### src/rtl/booth_pkg.sv
// Shared types and default sizing for the Booth multiplier issue/collect stage.
package booth_pkg;

  localparam int WIDTH_DEF   = 4;
  localparam int DEPTH_DEF   = 4;
  localparam int TIMEOUT_DEF = 32;

  typedef enum logic [2:0] {
    IDLE   = 3'd0,
    START  = 3'd1,
    GUARD  = 3'd2,
    WAIT   = 3'd3,
    RESULT = 3'd4
  } state_t;

endpackage

### src/rtl/booth_op_fifo.sv
// Synchronous FIFO of {q,m} operand pairs with occupancy count; head is shown combinationally.
module booth_op_fifo
  import booth_pkg::*;
#(
  parameter int WIDTH = WIDTH_DEF,
  parameter int DEPTH = DEPTH_DEF
) (
  input  logic                     clk,
  input  logic                     reset,
  input  logic                     push_i,
  input  logic                     pop_i,
  input  logic [WIDTH-1:0]         wr_q_i,
  input  logic [WIDTH-1:0]         wr_m_i,
  output logic [WIDTH-1:0]         rd_q_o,
  output logic [WIDTH-1:0]         rd_m_o,
  output logic [$clog2(DEPTH):0]   count_o
);

  localparam int AW = $clog2(DEPTH);

  logic [2*WIDTH-1:0] mem_q [DEPTH];
  logic [AW-1:0]      wr_ptr_q;
  logic [AW-1:0]      rd_ptr_q;
  logic [AW:0]        count_q;

  // Pointers wrap naturally because DEPTH is a power of two.
  always_ff @(posedge clk or posedge reset) begin
    if (reset) begin
      wr_ptr_q <= {AW{1'b0}};
      rd_ptr_q <= {AW{1'b0}};
      count_q  <= {(AW+1){1'b0}};
    end else begin
      if (push_i) wr_ptr_q <= wr_ptr_q + AW'(1);
      if (pop_i)  rd_ptr_q <= rd_ptr_q + AW'(1);
      case ({push_i, pop_i})
        2'b10:   count_q <= count_q + (AW+1)'(1);
        2'b01:   count_q <= count_q - (AW+1)'(1);
        default: count_q <= count_q;
      endcase
    end
  end

  always_ff @(posedge clk) begin
    if (push_i) mem_q[wr_ptr_q] <= {wr_q_i, wr_m_i};
  end

  assign {rd_q_o, rd_m_o} = mem_q[rd_ptr_q];
  assign count_o          = count_q;

endmodule

### src/rtl/booth_issue_ctrl.sv
// Issues queued operand pairs to the Booth multiplier one at a time and returns products downstream.
// Define BOOTH_TIMEOUT_EN to abort a multiplication that never signals fin.
module booth_issue_ctrl
  import booth_pkg::*;
#(
  parameter int WIDTH   = WIDTH_DEF,
  parameter int DEPTH   = DEPTH_DEF
`ifdef BOOTH_TIMEOUT_EN
  , parameter int TIMEOUT = TIMEOUT_DEF
`endif
) (
  input  logic                   clk,
  input  logic                   reset,
  input  logic                   in_valid,
  output logic                   in_ready,
  input  logic [WIDTH-1:0]       in_q,
  input  logic [WIDTH-1:0]       in_m,
  output logic                   m_start,
  output logic [WIDTH-1:0]       m_q,
  output logic [WIDTH-1:0]       m_m,
  input  logic                   m_fin,
  input  logic [2*WIDTH-1:0]     m_prod,
  output logic                   out_valid,
  input  logic                   out_ready,
  output logic [2*WIDTH-1:0]     out_prod,
  output logic                   out_err,
  output logic                   busy,
  output logic [$clog2(DEPTH):0] count
);

  localparam int CW = $clog2(DEPTH) + 1;
  localparam int PW = 2 * WIDTH;

  state_t           state_q, state_d;
  logic             m_start_q, m_start_d;
  logic [WIDTH-1:0] op_q_q, op_q_d;
  logic [WIDTH-1:0] op_m_q, op_m_d;
  logic             out_valid_q, out_valid_d;
  logic [PW-1:0]    out_prod_q, out_prod_d;
  logic             push_s, pop_s;
  logic [WIDTH-1:0] head_q_s, head_m_s;
`ifdef BOOTH_TIMEOUT_EN
  localparam int TW = $clog2(TIMEOUT + 1);
  logic [TW-1:0]    tmo_q, tmo_d;
  logic             out_err_q, out_err_d;
`endif

  assign in_ready = (count < CW'(DEPTH)) && !reset;
  assign push_s   = in_valid && in_ready;

  booth_op_fifo #(.WIDTH(WIDTH), .DEPTH(DEPTH)) u_fifo (
    .clk     (clk),
    .reset   (reset),
    .push_i  (push_s),
    .pop_i   (pop_s),
    .wr_q_i  (in_q),
    .wr_m_i  (in_m),
    .rd_q_o  (head_q_s),
    .rd_m_o  (head_m_s),
    .count_o (count)
  );

  always_comb begin
    state_d     = state_q;
    m_start_d   = 1'b0;
    op_q_d      = op_q_q;
    op_m_d      = op_m_q;
    out_valid_d = out_valid_q;
    out_prod_d  = out_prod_q;
    pop_s       = 1'b0;
`ifdef BOOTH_TIMEOUT_EN
    tmo_d       = tmo_q;
    out_err_d   = out_err_q;
`endif
    case (state_q)
      IDLE: begin
        if (count != {CW{1'b0}}) begin
          pop_s     = 1'b1;
          op_q_d    = head_q_s;
          op_m_d    = head_m_s;
          m_start_d = 1'b1;
          state_d   = START;
        end else begin
          state_d = IDLE;
        end
      end
      START: state_d = GUARD;
      // fin may still be high from the previous operation here, so it is not looked at.
      GUARD: begin
        state_d = WAIT;
`ifdef BOOTH_TIMEOUT_EN
        tmo_d   = {TW{1'b0}};
`endif
      end
      WAIT: begin
        if (m_fin) begin
          out_prod_d  = m_prod;
          out_valid_d = 1'b1;
          state_d     = RESULT;
        end
`ifdef BOOTH_TIMEOUT_EN
        else if (tmo_q == TW'(TIMEOUT - 1)) begin
          out_prod_d  = {PW{1'b0}};
          out_valid_d = 1'b1;
          out_err_d   = 1'b1;
          state_d     = RESULT;
        end else begin
          tmo_d = tmo_q + TW'(1);
        end
`else
        else begin
          state_d = WAIT;
        end
`endif
      end
      RESULT: begin
        if (out_valid_q && out_ready) begin
          out_valid_d = 1'b0;
          state_d     = IDLE;
`ifdef BOOTH_TIMEOUT_EN
          out_err_d   = 1'b0;
`endif
        end else begin
          state_d = RESULT;
        end
      end
      default: state_d = IDLE;
    endcase
  end

  always_ff @(posedge clk or posedge reset) begin
    if (reset) begin
      state_q     <= IDLE;
      m_start_q   <= 1'b0;
      op_q_q      <= {WIDTH{1'b0}};
      op_m_q      <= {WIDTH{1'b0}};
      out_valid_q <= 1'b0;
      out_prod_q  <= {PW{1'b0}};
`ifdef BOOTH_TIMEOUT_EN
      tmo_q       <= {TW{1'b0}};
      out_err_q   <= 1'b0;
`endif
    end else begin
      state_q     <= state_d;
      m_start_q   <= m_start_d;
      op_q_q      <= op_q_d;
      op_m_q      <= op_m_d;
      out_valid_q <= out_valid_d;
      out_prod_q  <= out_prod_d;
`ifdef BOOTH_TIMEOUT_EN
      tmo_q       <= tmo_d;
      out_err_q   <= out_err_d;
`endif
    end
  end

  assign m_start   = m_start_q;
  assign m_q       = op_q_q;
  assign m_m       = op_m_q;
  assign out_valid = out_valid_q;
  assign out_prod  = out_prod_q;
  assign busy      = (state_q != IDLE) || (count != {CW{1'b0}});
`ifdef BOOTH_TIMEOUT_EN
  assign out_err   = out_err_q;
`else
  assign out_err   = 1'b0;
`endif

endmodule
### config.mk
export PLATFORM = sky130hd
export DESIGN_NAME = booth_issue_ctrl
export DESIGN_NICKNAME = d
export VERILOG_FILES = /design/src/rtl/booth_pkg.sv /design/src/rtl/booth_op_fifo.sv /design/src/rtl/booth_issue_ctrl.sv
export SDC_FILE = /design/constraint.sdc
export NUM_CORES = 1
export LEC_CHECK = 0
export BUFFER_PORTS_ARGS = -buffer_cell sky130_fd_sc_hd__buf_2
export CAP_MARGIN = 10
export CORE_UTILIZATION = 40
export DETAILED_ROUTE_END_ITERATION = 6
export PLACE_DENSITY = 0.66
export SYNTH_ARGS = -nofsm -noshare
export SYNTH_HDL_FRONTEND = slang
export SYNTH_SLANG_ARGS = --single-unit
### constraint.sdc
create_clock -name clk -period 2.7 [get_ports clk]
set_input_delay 0.27 -clock clk [delete_from_list [all_inputs] [get_ports clk]]
set_output_delay 0.27 -clock clk [all_outputs]
set_load 0.005 [all_outputs]
==> results of run 1 <==
==> critical path, cell delays in order, from the launching register on <==
cell and delay [ns]:
dfrtp_1 0.44, nor3_2 0.34, nand2_4 0.17, inv_1 0.11
ha_1 0.18, inv_1 0.06, fa_1 0.37, xor2_1 0.15
nor2_1 0.11, xor2_1 0.15
==> cell families after synthesis <==
kind of cell / share of synthesized area
buffers and inverters: 0.0219
other: 0.00157
DFF: 0.693
muxes: 0.159
and+or+nand+nor: 0.0580
AOI/OAI and AO/OA: 0.00940
adders and majority gates: 0.0345
xor gates and xnor gates: 0.0219
==> synth_stat cells <==
cell and number:
or3_4 1, mux2_2 17, nand2_4 1, o21bai_1 1
buf_4 1, xor2_1 2, nand2_2 1, buf_1 1
mux4_2 8, nor3_2 1, mux2i_1 1, nor3_1 1
dfrtp_1 28, buf_6 1, conb_1 1, edfxtp_1 32
nor2_1 3, nand2_1 4, xnor2_1 4, a21oi_1 1
fa_1 1, ha_1 5, nand2b_1 2, o21ai_0 2
nand3_1 2, and3b_1 1, and3_1 5, inv_1 8
and2_1 1
==> power by group <==
part	switching (W)	internal (W)	total, W
clock	0.000337	0.000512	0.000849
sequential	0.000225	0.00122	0.00145
combinational	0.000366	0.000519	0.000885
total	0.000928	0.00225	0.00318
==> state kept, by name, indices dropped and copies added (netlist names) <==
signal           cells
m_m                  4
m_q                  4
m_start              1
out_prod             8
out_valid            1
state_q              3
u_fifo.count_o       3
u_fifo.mem_q        32
u_fifo.rd_ptr_q      2
u_fifo.wr_ptr_q      2
==> area by class of cell <==
cell class / count / area (um2)
clock buffer: 10 / 128
multi-input combinational: 66 / 682
fill: 485 / 2760
sequential: 60 / 1660
inverter: 8 / 30.0
tap: 72 / 90.1
timing repair buffer: 43 / 215
clock inverter: 6 / 78.8
==> per-stage QoR <==
step	hold slack, ns	area [um2]	total power [W]	utilization
after detailed placement	0.487	2680	0.00237	0.475
after CTS	0.129	2890	0.00323	0.511
after floorplan	0.335	2400	0.00204	-
after global placement	0.478	2680	0.00230	0.475
after global routing	0.140	2890	0.00338	0.511
final	0.147	2890	0.00318	0.511
==> placed cells by master, fill, tap and decap left out, types with 2 or more instances in the layout <==
cell type and count:
ha_1 5, nand2_1 4, clkinv_2 3, nor2_1 3, xor2_1 2, clkbuf_8 9
inv_1 8, and3_1 5, mux4_2 8, dfrtp_1 28, nand2b_1 2, bufinv_16 2
o21ai_0 2, buf_2 43, mux2_2 17, edfxtp_1 32, xnor2_1 4, nand3_1 2
==> worst paths after layout <==
check                      depth (start not counted)                  to        from
min in group asynchronous                          2   u_fifo.count_o[2]       reset
max in group asynchronous                          2  u_fifo.wr_ptr_q[1]       reset
hold / removal                                     1  u_fifo.mem_q[1][0]     in_m[0]
setup reg to reg                                   9   u_fifo.count_o[2]  state_q[0]
setup / recovery                                   9   u_fifo.count_o[2]  state_q[0]
hold reg to reg                                    1              m_m[3]      m_m[3]
==> routing by layer <==
layer / routed length [um] / share of wire
met1: 1700 / 0.40
met2: 2230 / 0.53
met3: 194 / 0.046
met4: 76 / 0.018
met5: 0 / 0
==> reports/qor.yml, run 1 <==
route:
  first_pass_iters: 3
  wire_per_inst_um: 15.8
  drtAntennaViolNets: 0
  drt_wl_total_um: 4200
  vias: 1267
  initialDrtViolationCount: 31
  routed_via_density: 4.78
  post-route-drc-count: 0
clock_tree:
  max-clock-path-buffers: 2
  clock_sinks: 60
  cts_resized: 0
  cts_root_buf: "clkbuf_8"
  insertion_delay_ns: 0.33
  cts_tree: "done"
  cts_hold_buffers: 0
  cts_buffers: 9
  htree_num_levels: 3
  cts_setup_buffers: 0
  clk_pin_slew_ns: 0.06
global_routing:
  gr-total-overflow: 0
  met3_usage: 0.0411
  grtUsageTotal: 0.152
  grt_pass1_vias: 1358
  grt_busiest_layer: "met2"
  gr-usage-met2: 0.261
  grt_first_pass_wirelength_um: 6600
  grt_max_degree: 29
  grt_util_met1: 0.163
  antenna_found_initial: 0
synth:
  yosysSeqAreaShare: 0.693
  synthTopCellsByArea: "edfxtp_1 (40%), dfrtp_1 (29%), mux2_2 (8.0%)"
  synth_top_area_share: 0.401
  syn-cell-area_um2: 2400
  synth_fp_nets: 164
  synth_top_cell_by_area: "edfxtp_1"
  ys.warnings.count: 0
  synth_seq_cells: 60
  postSynthAreaPerCell_um2: 17.5
  synth_cell_type_count: 29
  synth_cells: 137
layout:
  fin_nets: 215
  final-instance-count-excl-fill: 265
  syn_to_final_growth_pct: 20.4
  antenna_cells: 0
  drive_above_1_share: 0.446
floorplan:
  dieArea_um2: 6300
  core_area_um2: 5640
  die_width_um: 79.4
  row_count: 27
  die_h_um: 79.4
  initial_core_util: 0.425
  io_pins: 45
pwr:
  cellPowerDensity_nw_per_um2: 1100
  p_leak_nw: 1.21
  ir_worst_vdd_mv: 0.465
timing:
  setup_tns_ns: 0
  rsz0062_at_grt: "no"
  drv_slew: 0
  fmax_ghz: 0.464
  timing.final.hold_violations: 0
  finalSetupViolCount: 0
  fin_ws_ns: 0.543
  min_period_ns: 2.16
  worstMarginPinSlew_ns: 1.05
  clock-skew-final_ns: 0.00503
  final.period_utilization: 0.799
  maxSlewHeadroom: 0.298
placement:
  numPortBuffers: 43
  place_ws_ns: 0.544
  globalplace.congestion: 0.723
  dpl.hpwl_um: 2880
  dp_cells: 249
run_status:
  outcome: "complete, no violations"
setup_path:
  arrival_ns: 2.41
  cp-start-kind: "flip-flop"
  end_kind: "flip-flop"
  path_class: "reg -> reg"
  cp_max_fo: 10
  r2r_slack_ns: 0.54
  critPathRequiredTime_ns: 2.96
job:
  cap_violations: 0
worst_hold_path:
  hp-class: "in -> reg"
(Power assumes the default switching activity.)
==> run 2: changes to the inputs <==
--- a/config.mk
+++ b/config.mk
@@ -9,7 +9,7 @@
 export CAP_MARGIN = 10
 export CORE_UTILIZATION = 40
 export DETAILED_ROUTE_END_ITERATION = 6
-export PLACE_DENSITY = 0.66
+export PLACE_DENSITY = 0.68
 export SYNTH_ARGS = -nofsm -noshare
 export SYNTH_HDL_FRONTEND = slang
 export SYNTH_SLANG_ARGS = --single-unit
==> constraint.sdc (replaced) <==
create_clock -name clk -period 1.85 [get_ports clk]
set_input_delay 0.185 -clock clk [delete_from_list [all_inputs] [get_ports clk]]
set_output_delay 0.185 -clock clk [all_outputs]
set_load 0.005 [all_outputs]
==> run 2 against run 1 <==
  * Critical path depth unchanged
  * Global-route usage increased by 0.12 points
  * Sequential share of layout area decreased by 1.8 points
==> reports/qor.yml, run 2 (synthesis results as in run 1) <==
clock_tree:
  clock_sinks: 60  # unchanged
  insertion_delay_ns: 0.33  # about the same
  clk_pin_slew_ns: 0.06  # about the same
  cts_root_buf: "clkbuf_8"
  htree_num_levels: 3  # unchanged
  cts_tree: "done"
  max-clock-path-buffers: 2  # unchanged
  cts_buffers: 9  # unchanged
layout:
  drive_above_1_share: 0.481  # +0.0350
  final_common_cell: "buf_2"
  num-fill-cells: 448  # -7.6%
  top_register: "u_fifo.mem_q"
  final_util: 0.528  # +0.0169
  antenna_cells: 0  # unchanged
  largest_register_ff_count: 32  # unchanged
  final-instance-count-excl-fill: 278  # +4.9%
  syn_to_final_growth_pct: 24.4
  final_cell_mix: "buf_2 (43), edfxtp_1 (32), dfrtp_1 (27), mux2_2 (17), buf_4 (12)"
  fin_nets: 228  # +6.0%
route:
  first_pass_iters: 4  # +1
  post-route-drc-count: 0  # unchanged
  drt_wl_total_um: 4150  # -1.3%
  drtAntennaViolNets: 0  # unchanged
  routed_via_density: 4.88  # +2.1%
  vias: 1357  # +7.1%
  initialDrtViolationCount: 89  # +190%
  wire_per_inst_um: 14.9  # -5.9%
pwr:
  ir_worst_vdd_mv: 0.901  # +94%
  cellPowerDensity_nw_per_um2: 1570  # +43%
  p_leak_nw: 1.25  # +3.4%
worst_hold_path:
  hp-class: "in -> reg"
  hp-start: "in_m[3]"
global_routing:
  gr-total-overflow: 0  # unchanged
  grt_first_pass_wirelength_um: 6750  # +2.3%
  grt_max_degree: 29  # unchanged
  grt_pass1_vias: 1467  # +8.0%
  antenna_found_initial: 0  # unchanged
  grtUsageTotal: 0.153  # +0.00121
setup_path:
  cp_num_buf_inv: 2  # unchanged
  critPathRequiredTime_ns: 2.09  # -0.87 ns
  cp_max_fo: 4  # -6
  cp-start-kind: "flip-flop"
  path_delay_family: "adder cells"
  path_cells: "nor3_4 -> nand2_4 -> inv_4 -> ha_4 -> inv_2 -> fa_2 -> xor2_1 -> nor2_1 -> xor2_1"
  end_kind: "flip-flop"
  critPathSlowestCell: "dfrtp_2"
  path_class: "reg -> reg"
  cp-startpoint: "state_q[0]"
  path_common_cell: "xor2_1"
  slowest_delay_ns: 0.43  # about the same
  reg2reg_from: "state_q[0]"
  arrival_ns: 2.07  # -0.34 ns
floorplan:
  initial_core_util: 0.425  # unchanged
  row_count: 27  # unchanged
  die_h_um: 79.4  # unchanged
  core_area_um2: 5640  # unchanged
  die_width_um: 79.4  # unchanged
  dieArea_um2: 6300  # unchanged
  io_pins: 45  # unchanged
timing:
  rsz0062_at_grt: "yes"
  finalSetupViolCount: 0  # unchanged
  final.period_utilization: 0.990  # +0.192
  drv_slew: 0  # unchanged
  timing.final.hold_violations: 0  # unchanged
  fmax_ghz: 0.546  # +18%
  clock-skew-final_ns: 0.00823  # +0.00321 ns
  min_period_ns: 1.83  # -0.325 ns
  setup_tns_ns: 0  # unchanged
placement:
  dpl.hpwl_um: 2850  # -1.3%
  numPortBuffers: 43  # unchanged
  dp_cells: 257  # +3.2%
  globalplace.congestion: 0.719  # -0.48%
job:
  cap_violations: 0  # unchanged
run_status:
  outcome: "complete, no violations"
run 2: cell types whose count changed in the layout (fill, tap and decap cells not counted), sizes merged:
cell         previous run  this run
buf                    43        55
clkbuf                 10        12
bufinv                  2         1
clkinv                  4         3
dlygate4sd3             0         1
run 2: cell type report:
class,instances,area [um2],area share
sequential,60,1660,0.558
clock inverter,4,41.3,0.0139
clock buffer,12,135,0.0453
timing repair buffer,56,315,0.106
multi-input combinational,66,703,0.236
inverter,8,32.5,0.0109
tap,72,90.1,0.0302
run 2: routing by layer:
layer | GRT usage | vias to the layer above | share of wire
li1 | - | 627 | -
met1 | 0.167 | 672 | 0.40
met2 | 0.247 | 49 | 0.51
met3 | 0.0686 | 9 | 0.070
met4 | 0.0855 | 0 | 0.018
met5 | 0 | - | 0
run 2: through the flow:
stage               area, um2  hold WS, ns  worst slack [ns]  power, W
detailed placement       2760        0.286            0.0161   0.00360
floorplan                2420        0.250           -0.0136   0.00302
global route             2980       0.0502           -0.0695   0.00501
CTS                      2950       0.0454           0.00258   0.00467
finish                   2980       0.0685            0.0179   0.00469
global placement         2760        0.275             0.101   0.00349
run 2: final timing paths:
| kind | to | slack (ns) | depth (start not counted) |
|---|---|---|---|
| hold / removal | u_fifo.mem_q[2][3] | 0.07 | 1 |
| max in group asynchronous | state_q[0] | 1.07 | 4 |
| setup / recovery | u_fifo.count_o[2] | 0.02 | 9 |
| hold reg to reg | out_prod[4] | 0.50 | 1 |
| min in group asynchronous | m_q[1] | 0.48 | 4 |
| setup reg to reg | u_fifo.count_o[2] | 0.02 | 9 |
run 2: timing repair:
item,4_1_cts,5_1_grt
hold buffers,1,0
hold endpoints to repair,28,0
buffers inserted,0,4
endpoints found under the setup margin,0,2
gates resized for setup,0,3
run 2: report_power, final:
group / internal, W / switching (W)
Clock: 0.000610 / 0.000454
Combinational: 0.000923 / 0.000683
Sequential: 0.00179 / 0.000236
